==> src/rtl/inst_fetch.sv <==
// Instruction-fetch responder: captures the PC, runs one req/gnt/rvalid read at a time,
// hands the instruction to IF/ID and squashes the in-flight fetch on a branch.
module inst_fetch #(
    parameter logic [31:0] NOP_INST = 32'h0000_0013
) (
    input  logic        clk,
    input  logic        rst,
    input  logic [31:0] pc_i,
    input  logic        ce_i,
    input  logic        branch_flag_i,
    input  logic [5:0]  stalled,
    output logic        mem_req_o,
    output logic [31:0] mem_addr_o,
    input  logic        mem_gnt_i,
    input  logic        mem_rvalid_i,
    input  logic [31:0] mem_rdata_i,
    input  logic        mem_err_i,
    output logic [31:0] inst_o,
    output logic [31:0] inst_addr_o,
    output logic        inst_valid_o,
    output logic        fetch_err_o,
    output logic        stallreq_o
);

    localparam int unsigned XLEN         = 32;
    localparam int unsigned STALL_IF_BIT = 1;

    typedef enum logic [1:0] {
        IDLE = 2'd0,
        REQ  = 2'd1,
        RESP = 2'd2,
        DROP = 2'd3
    } state_t;

    state_t          state;
    state_t          state_n;

    logic            req_d;
    logic [XLEN-1:0] addr_d;
    logic [XLEN-1:0] inst_d;
    logic [XLEN-1:0] iaddr_d;
    logic            valid_d;
    logic            ferr_d;

    logic            hold_c;
    logic            start_c;
    logic            deliver_c;
    logic            unused_stall;

    // IF/ID holding a valid instruction blocks new fetches and freezes the outputs
    assign hold_c       = inst_valid_o & stalled[STALL_IF_BIT];
    assign start_c      = ce_i & ~branch_flag_i & ~hold_c;
    assign deliver_c    = (state == RESP) & mem_rvalid_i & ~branch_flag_i;
    assign unused_stall = ^{stalled[5:2], stalled[0]};

    always_ff @(posedge clk or negedge rst) begin
        if (!rst) begin
            state <= IDLE;
        end else begin
            state <= state_n;
        end
    end

    always_comb begin
        state_n = state;
        case (state)
            IDLE: begin
                if (start_c) state_n = REQ;
            end
            REQ: begin
                if (branch_flag_i) state_n = mem_gnt_i ? DROP : IDLE;
                else if (mem_gnt_i) state_n = RESP;
            end
            RESP: begin
                if (mem_rvalid_i) state_n = IDLE;
                else if (branch_flag_i) state_n = DROP;
            end
            DROP: begin
                if (mem_rvalid_i) state_n = IDLE;
            end
            default: state_n = IDLE;
        endcase
    end

    // Next values of the registered outputs, plus the combinational PC hold request
    always_comb begin
        req_d      = (state_n == REQ);
        addr_d     = mem_addr_o;
        inst_d     = inst_o;
        iaddr_d    = inst_addr_o;
        valid_d    = 1'b0;
        ferr_d     = 1'b0;
        stallreq_o = 1'b0;

        if ((state == IDLE) && start_c) addr_d = pc_i;

        if (deliver_c) begin
            inst_d  = mem_err_i ? NOP_INST : mem_rdata_i;
            iaddr_d = mem_addr_o;
            valid_d = 1'b1;
            ferr_d  = mem_err_i;
        end else if (hold_c && !branch_flag_i) begin
            valid_d = 1'b1;
        end

        if (state == DROP) stallreq_o = 1'b1;
        else if (!branch_flag_i) stallreq_o = ce_i & ~((state == RESP) & mem_rvalid_i);
    end

    always_ff @(posedge clk or negedge rst) begin
        if (!rst) begin
            mem_req_o    <= 1'b0;
            mem_addr_o   <= '0;
            inst_o       <= '0;
            inst_addr_o  <= '0;
            inst_valid_o <= 1'b0;
            fetch_err_o  <= 1'b0;
        end else begin
            mem_req_o    <= req_d;
            mem_addr_o   <= addr_d;
            inst_o       <= inst_d;
            inst_addr_o  <= iaddr_d;
            inst_valid_o <= valid_d;
            fetch_err_o  <= ferr_d;
        end
    end

endmodule

==> config.mk <==
export PLATFORM = sky130hd
export DESIGN_NAME = inst_fetch
export DESIGN_NICKNAME = d
export VERILOG_FILES = /design/src/rtl/inst_fetch.sv
export SDC_FILE = /design/constraint.sdc
export NUM_CORES = 1
export LEC_CHECK = 0
export BUFFER_PORTS_ARGS = -buffer_cell sky130_fd_sc_hd__buf_2
export CAP_MARGIN = 20
export CORE_ASPECT_RATIO = 1.1
export CORE_UTILIZATION = 43
export CTS_CLUSTER_DIAMETER = 100
export DETAILED_ROUTE_END_ITERATION = 8
export GPL_TIMING_DRIVEN = 0
export PLACE_DENSITY_LB_ADDON = 0.05
export SETUP_SLACK_MARGIN = 0.2
export SYNTH_ARGS = -nofsm -noshare
export SYNTH_HDL_FRONTEND = slang
export SYNTH_SLANG_ARGS = --single-unit
==> constraint.sdc <==
create_clock -name clk -period 1.4 [get_ports clk]
set_input_delay 0.14 -clock clk [delete_from_list [all_inputs] [get_ports clk]]
set_output_delay 0.14 -clock clk [all_outputs]
set_load 0.005 [all_outputs]
==> results of run 1 <==
## sequential cells by signal, summed over array words and instances, names as in the netlist
name and cells:
inst_addr_o 32, inst_o 32, mem_addr_o 32, state 2
fetch_err_o 1, inst_valid_o 1, mem_req_o 1
## logic make-up after synthesis
family	count (synthesis)	share of synthesized area (%)
flops	101	61.1
compound gates	38	4.90
simple gates	75	7.53
mux	64	23.0
buf+inv	19	3.51
## routing by layer
metal | global-route usage (%) | share of wire [%]
met3 | 5.02 | 6.9
met4 | 7.68 | 1.6
met2 | 30.9 | 48
met1 | 25.0 | 44
met5 | 0 | 0
## final cells by class
| class | instances | area [um^2] |
|---|---|---|
| clock buffer | 13 | 179 |
| clock inverter | 3 | 17.5 |
| timing repair buffer | 203 | 1240 |
| buffer | 17 | 233 |
| sequential | 101 | 2530 |
| fill | 768 | 3360 |
| inverter | 2 | 7.51 |
| multi-input combinational | 177 | 1630 |
| tap | 117 | 146 |
## worst min path at each step
stage	from	to	slack (ns)	cells past startpoint
after floorplan	rst	fetch_err_o$_DFF_PN0_	-0.16	0
after global placement	pc_i[29]	mem_addr_o[29]$_DFFE_PN0P_	0.37	2
after detailed placement	rst	inst_addr_o[11]$_DFFE_PN0P_	0.23	1
after CTS	pc_i[18]	mem_addr_o[18]$_DFFE_PN0P_	0.0005	2
after global routing	pc_i[8]	mem_addr_o[8]$_DFFE_PN0P_	0.002	2
final	mem_rdata_i[30]	inst_o[30]$_DFFE_PN0P_	0.008	3
## critical path, cell delays in order, from the launching register on
cell	delay (ns)
dfrtp_2	0.44
nand4bb_1	0.21
buf_6	0.18
buf_12	0.16
mux2_4	0.29
## per-stage QoR
step	cells	total power [uW]	hold slack [ns]
global placement	585	9350	0.372
global route	633	12600	0.00173
CTS	627	11500	0.000471
detailed placement	586	9460	0.230
finish	633	11900	0.00762
floorplan	297	7480	-0.156
## report_power, final
part,leakage [uW],total [uW],internal (uW),switching (uW)
clock network,0.000101,1820,837,979
registers,0.00126,5310,4340,972
logic,0.00187,4740,3030,1720
## timing repair
action                                  CTS  global route
pin swaps                                13            19
setup buffers                             3             2
hold endpoints to repair                 69             1
cloned                                    2             3
endpoints found under the setup margin   99           145
gates resized for setup                  34            73
hold buffers                             20             1
## cell usage in the layout, fill, tap and decap left out, drive strengths merged
master / n
buf: 191
dfrtp: 101
mux2: 64
nand2: 63
o21ai: 34
dlygate4sd3: 21
clkbuf: 21
nor2: 5
inv: 2
a31o: 2
clkinv: 2
nor2b: 2
nand3: 2
and2: 1
nor4b: 1
a31oi: 1
a22o: 1
nand4bb: 1
clkinvlp: 1
==> impl_metrics.py, run 1 <==
metrics = {
    "floorplan": {
        "chipWidth_um": 95.5,
        "placementRows": 37,
        "die_area_um2": 10000,
        "fp.coreArea_um2": 9350,
        "initial_core_utilization_pct": 44.2,
        "ioPinCount": 177,
        "die-height_um": 105,
    },
    "layout": {
        "antenna-diode-count": 0,
        "area_delta_synth_final_pct": 44.7,
        "post_route_cells_drive_above_1_share_pct": 63.0,
        "finalCoreUtilization_pct": 64.0,
        "final_cell_area_um2": 5990,
        "final_net_count": 588,
    },
    "drt": {
        "routed_wl_um": 9660,
        "first_pass_iters": 5,
        "routed_via_density": 4.75,
        "first_iter_violations": 74,
        "ant_nets": 0,
        "total_vias_in_the_final_route": 3006,
        "wire_per_inst_um": 15.3,
        "drc_errors": 0,
    },
    "worst_setup_path": {
        "path_class": "flop to flop",
        "crit_path_end": "inst_addr_o[16]$_DFFE_PN0P_",
        "crit_path_start": "state[0]$_DFF_PN0_",
        "reg2reg_setup_slack_ns": 0.004,
        "r2r_cells": 4,
        "timing.rr.end": "inst_addr_o[16]$_DFFE_PN0P_",
        "worst_setup_path_end_kind": "flop",
        "cp.required_ns": 1.64,
        "timing.rr.start": "state[0]$_DFF_PN0_",
        "critical_path_arrival_ns": 1.64,
        "kind_of_launch_point_of_the_worst_setup_path": "flop",
        "critPathMaxFanout": 10,
    },
    "logic_synthesis": {
        "synth_edf_count": 0,
        "post-synth-top-count-cell": "dfrtp_1",
        "most_frequently_used_flop_master_after_synthesis": "dfrtp_1",
        "synthArstFlopShare_pct": 100,
        "synth_largest_area_cell": "dfrtp_1",
        "synthesis.nets": 374,
        "yosys_warnings": 0,
        "synth.ff_latch_count": 101,
        "netlist-cell-type-count": 21,
        "synth_area_per_cell_um2": 13.9,
        "synth_commonest_cells": "101 x dfrtp_1, 63 x nand2_1, 61 x mux2_4",
        "seq_area_frac_synth_pct": 61.1,
        "postSynthCellCount": 297,
        "yosys-top-cells-area": "dfrtp_1 61%, mux2_4 22%, nand2_1 5.7%, o21ai_0 4.1%, buf_6 2.5%",
        "post_synth_instance_area_um2": 4140,
        "post_synth_top_area_share_pct": 61.1,
    },
    "clock_tree": {
        "cts-root-to-sink-buffers": 2,
        "cts-htree-levels": 3,
        "tritoncts.num_buffers": 9,
        "cts.reportedPaths.clkPinSlew_ns": 0.09,
        "cts.sinks": 101,
        "clock-root-buffer": "clkbuf_8",
        "clock_insertion_delay_worst_skew_ns": 0.36,
        "tritoncts": "built",
    },
    "pwr": {
        "cellLeakagePower_uw": 0.00323,
        "power_density_nw_per_um2": 1980,
        "vdd_drop_max_mv": 0.880,
    },
    "sta": {
        "final_period_minus_worst_setup_slack_ns": 1.40,
        "slew_headroom_pct": 66.0,
        "finClkSkew_ns": 0.00892,
        "finalMaxSlewViolations": 0,
        "report.final.setup_viol": 0,
        "layout_setup_ws_ns": 0.00422,
        "grt_setup_unrepaired": "true",
        "final_min_period_over_clock_period_pct": 99.7,
        "finalSetupTns_ns": 0,
        "timing.final.hold_violations": 0,
        "achievable-frequency_mhz": 716,
        "tightest_slew_ns": 0.510,
    },
    "grt": {
        "via_count_of_the_first_global_routing_pass": 2946,
        "grt.total_usage_pct": 19.4,
        "maximum_number_of_pins_on_one_net_before_global_route_repair": 52,
        "antenna_found_initial": 0,
        "wire_length_of_the_first_global_routing_pass_um": 14700,
        "grt-ovfl-total": 0,
    },
    "outcome": {
        "status": "finished, final reports clean",
    },
    "placement": {
        "dpl-instance-area_um2": 5190,
        "dp_hpwl_um": 6350,
        "place_congestion": 0.811,
        "placement.setup.worst_slack_ns": -0.0192,
        "buffer_ports.inserted": 171,
    },
    "worst_hold_path": {
        "worst_hold_path_type": "primary input to flop",
    },
    "job": {
        "timing.max_cap.violations": 0,
    },
}
Note: power is estimated with default switching activity, not from simulation.
==> run 2, diff against run 1 <==
- CELL_PAD_IN_SITES_DETAIL_PLACEMENT: unset -> 1
- CELL_PAD_IN_SITES_GLOBAL_PLACEMENT: unset -> 1
- CORE_UTILIZATION: 43 -> 33
==> impl_metrics.py, run 2 (synthesis gave the netlist of run 1 again) <==
metrics = {
    "placement": {
        "place_congestion": 0.696,
        "dp_hpwl_um": 7340,
        "buffer_ports.inserted": 171,
        "dpl-instance-area_um2": 5230,
    },
    "worst_setup_path": {
        "crit_path_end": "inst_addr_o[7]$_DFFE_PN0P_",
        "kind_of_launch_point_of_the_worst_setup_path": "flop",
        "critical_path_arrival_ns": 1.63,
        "timing.rr.end": "inst_addr_o[7]$_DFFE_PN0P_",
        "crit_path_frequent_cell": "buf_6",
        "timing.rr.start": "state[0]$_DFF_PN0_",
        "cp.required_ns": 1.63,
        "slowest_stage": "dfrtp_2",
        "cp_cell_sequence": "nand4bb_1, buf_6, buf_6, mux2_4",
        "worst_setup_path_end_kind": "flop",
        "critical_path_buf_inv_count": 2,
        "cp_top_family": "flip-flops",
        "crit_path_start": "state[0]$_DFF_PN0_",
        "reg2reg_setup_slack_ns": -0.0006,
        "cp_slowest_stage_delay_ns": 0.44,
        "path_class": "flop to flop",
        "r2r_cells": 4,
        "path_depth": 4,
        "critPathMaxFanout": 10,
    },
    "drt": {
        "drc_errors": 0,
        "ant_nets": 0,
        "wire_per_inst_um": 15.9,
        "first_pass_iters": 4,
        "total_vias_in_the_final_route": 2972,
        "routed_wl_um": 10300,
        "routed_via_density": 4.57,
        "first_iter_violations": 75,
    },
    "clock_tree": {
        "tritoncts.num_buffers": 9,
        "tritoncts": "built",
        "cts.reportedPaths.clkPinSlew_ns": 0.07,
        "clock-root-buffer": "clkbuf_16",
        "clock_insertion_delay_worst_skew_ns": 0.34,
        "cts-root-to-sink-buffers": 2,
        "cts.sinks": 101,
        "cts-htree-levels": 3,
    },
    "layout": {
        "largestRegisters": "inst_addr_o (32), inst_o (32), mem_addr_o (32)",
        "mostFrequentLayoutCell": "buf_2",
        "final_net_count": 568,
        "layout_common_cells": "171 x buf_2, 99 x dfrtp_1, 64 x mux2_4, 62 x nand2_1, 22 x o21ai_0",
        "area_delta_synth_final_pct": 39.2,
        "antenna-diode-count": 0,
        "num-fill-cells": 1347,
        "final_cell_area_um2": 5760,
        "post_route_cells_drive_above_1_share_pct": 57.7,
    },
    "grt": {
        "grt.total_usage_pct": 16.6,
        "antenna_found_initial": 0,
        "maximum_number_of_pins_on_one_net_before_global_route_repair": 56,
        "via_count_of_the_first_global_routing_pass": 3156,
        "wire_length_of_the_first_global_routing_pass_um": 16400,
        "grt-ovfl-total": 0,
    },
    "pwr": {
        "flop_pwr_share_pct": 42.1,
        "cellLeakagePower_uw": 0.00314,
        "vdd_drop_max_mv": 0.801,
        "intPower_uw": 8760,
        "power.share.switching_pct": 29.4,
        "share_comb_of_total_power_pct": 36.5,
        "power_density_nw_per_um2": 2150,
        "netSwitchingPower_uw": 3640,
        "p_clk_share_pct": 21.4,
    },
    "floorplan": {
        "die_area_um2": 13000,
        "placementRows": 42,
        "initial_core_utilization_pct": 34.1,
        "ioPinCount": 177,
        "die-height_um": 119,
        "fp.coreArea_um2": 12100,
        "chipWidth_um": 109,
    },
    "sta": {
        "report.final.setup_viol": 2,
        "finalSetupTns_ns": -0.000895,
        "final_min_period_over_clock_period_pct": 100,
        "timing.final.hold_violations": 0,
        "final_period_minus_worst_setup_slack_ns": 1.40,
        "finClkSkew_ns": 0.00642,
        "tightest_slew_ns": 0.462,
        "finalMaxSlewViolations": 0,
        "grt_setup_unrepaired": "true",
        "slew_headroom_pct": 69.2,
        "layout_setup_ws_ns": -0.000576,
        "achievable-frequency_mhz": 714,
    },
    "job": {
        "timing.max_cap.violations": 0,
    },
    "worst_hold_path": {
        "worst_hold_path_type": "primary input to flop",
    },
    "outcome": {
        "status": "complete, but fails checks",
        "violated_checks": "negative setup slack",
    },
}
run 2: area by class of cell:
type,instances,area (um^2),share of cell area [%]
inverter,2,7.51,0.130
buffer,17,195,3.39
sequential,101,2530,43.9
multi-input combinational,177,1510,26.3
clock buffer,10,229,3.98
tap,154,193,3.35
clock inverter,6,87.6,1.52
timing repair buffer,183,1000,17.4
run 2: per-layer routing:
| metal | share of wire (%) | vias up | wire length [um] | global-route usage, % |
|---|---|---|---|---|
| li1 | - | 1393 | - | - |
| met1 | 43 | 1472 | 4490 | 21.0 |
| met2 | 49 | 96 | 5070 | 26.7 |
| met3 | 6.2 | 11 | 644 | 4.93 |
| met4 | 1.2 | 0 | 124 | 5.57 |
| met5 | 0 | - | 0 | 0 |
run 2: how the worst min path moves through the flow:
stage | start | endpoint | slack [ns] | depth (start not counted)
after global placement | pc_i[16] | mem_addr_o[16]$_DFFE_PN0P_ | 0.37 | 2
after CTS | pc_i[13] | mem_addr_o[13]$_DFFE_PN0P_ | 0.005 | 2
after global routing | pc_i[8] | mem_addr_o[8]$_DFFE_PN0P_ | 0.004 | 2
after floorplan | rst | fetch_err_o$_DFF_PN0_ | -0.16 | 0
after detailed placement | rst | inst_o[8]$_DFFE_PN0P_ | 0.20 | 1
final | pc_i[13] | mem_addr_o[13]$_DFFE_PN0P_ | 0.02 | 2
run 2: per-stage QoR:
step	setup slack, ns	util (%)	instances	hold WS (ns)	power (uW)
after floorplan	0.0935	-	297	-0.156	7480
after global placement	-0.984	42.9	622	0.372	9380
after detailed placement	-0.0474	43.1	623	0.202	9570
after CTS	0.00161	46.8	647	0.00512	12500
after global routing	-0.0321	47.4	650	0.00416	13300
final	-0.000576	47.4	650	0.0206	12400
run 2: what timing repair did:
| item | CTS | global route |
|---|---|---|
| resized for setup | 22 | 20 |
| buffers inserted | 6 | 2 |
| hold buffers | 1 | 0 |
| endpoints found under the hold margin | 46 | 0 |
| cloned | 1 | 1 |
| endpoints found under the setup margin | 100 | 101 |
| pin swaps | 4 | 1 |
run 2: power groups by stage:
stage / Sequential, uW / Combinational, uW / Clock [uW]
after floorplan: 5320 / 2160 / 0
after global placement: 5190 / 4190 / 0
after detailed placement: 5280 / 4290 / 0
after CTS: 5240 / 4480 / 2740
after global routing: 5440 / 4980 / 2850
final: 5220 / 4520 / 2650
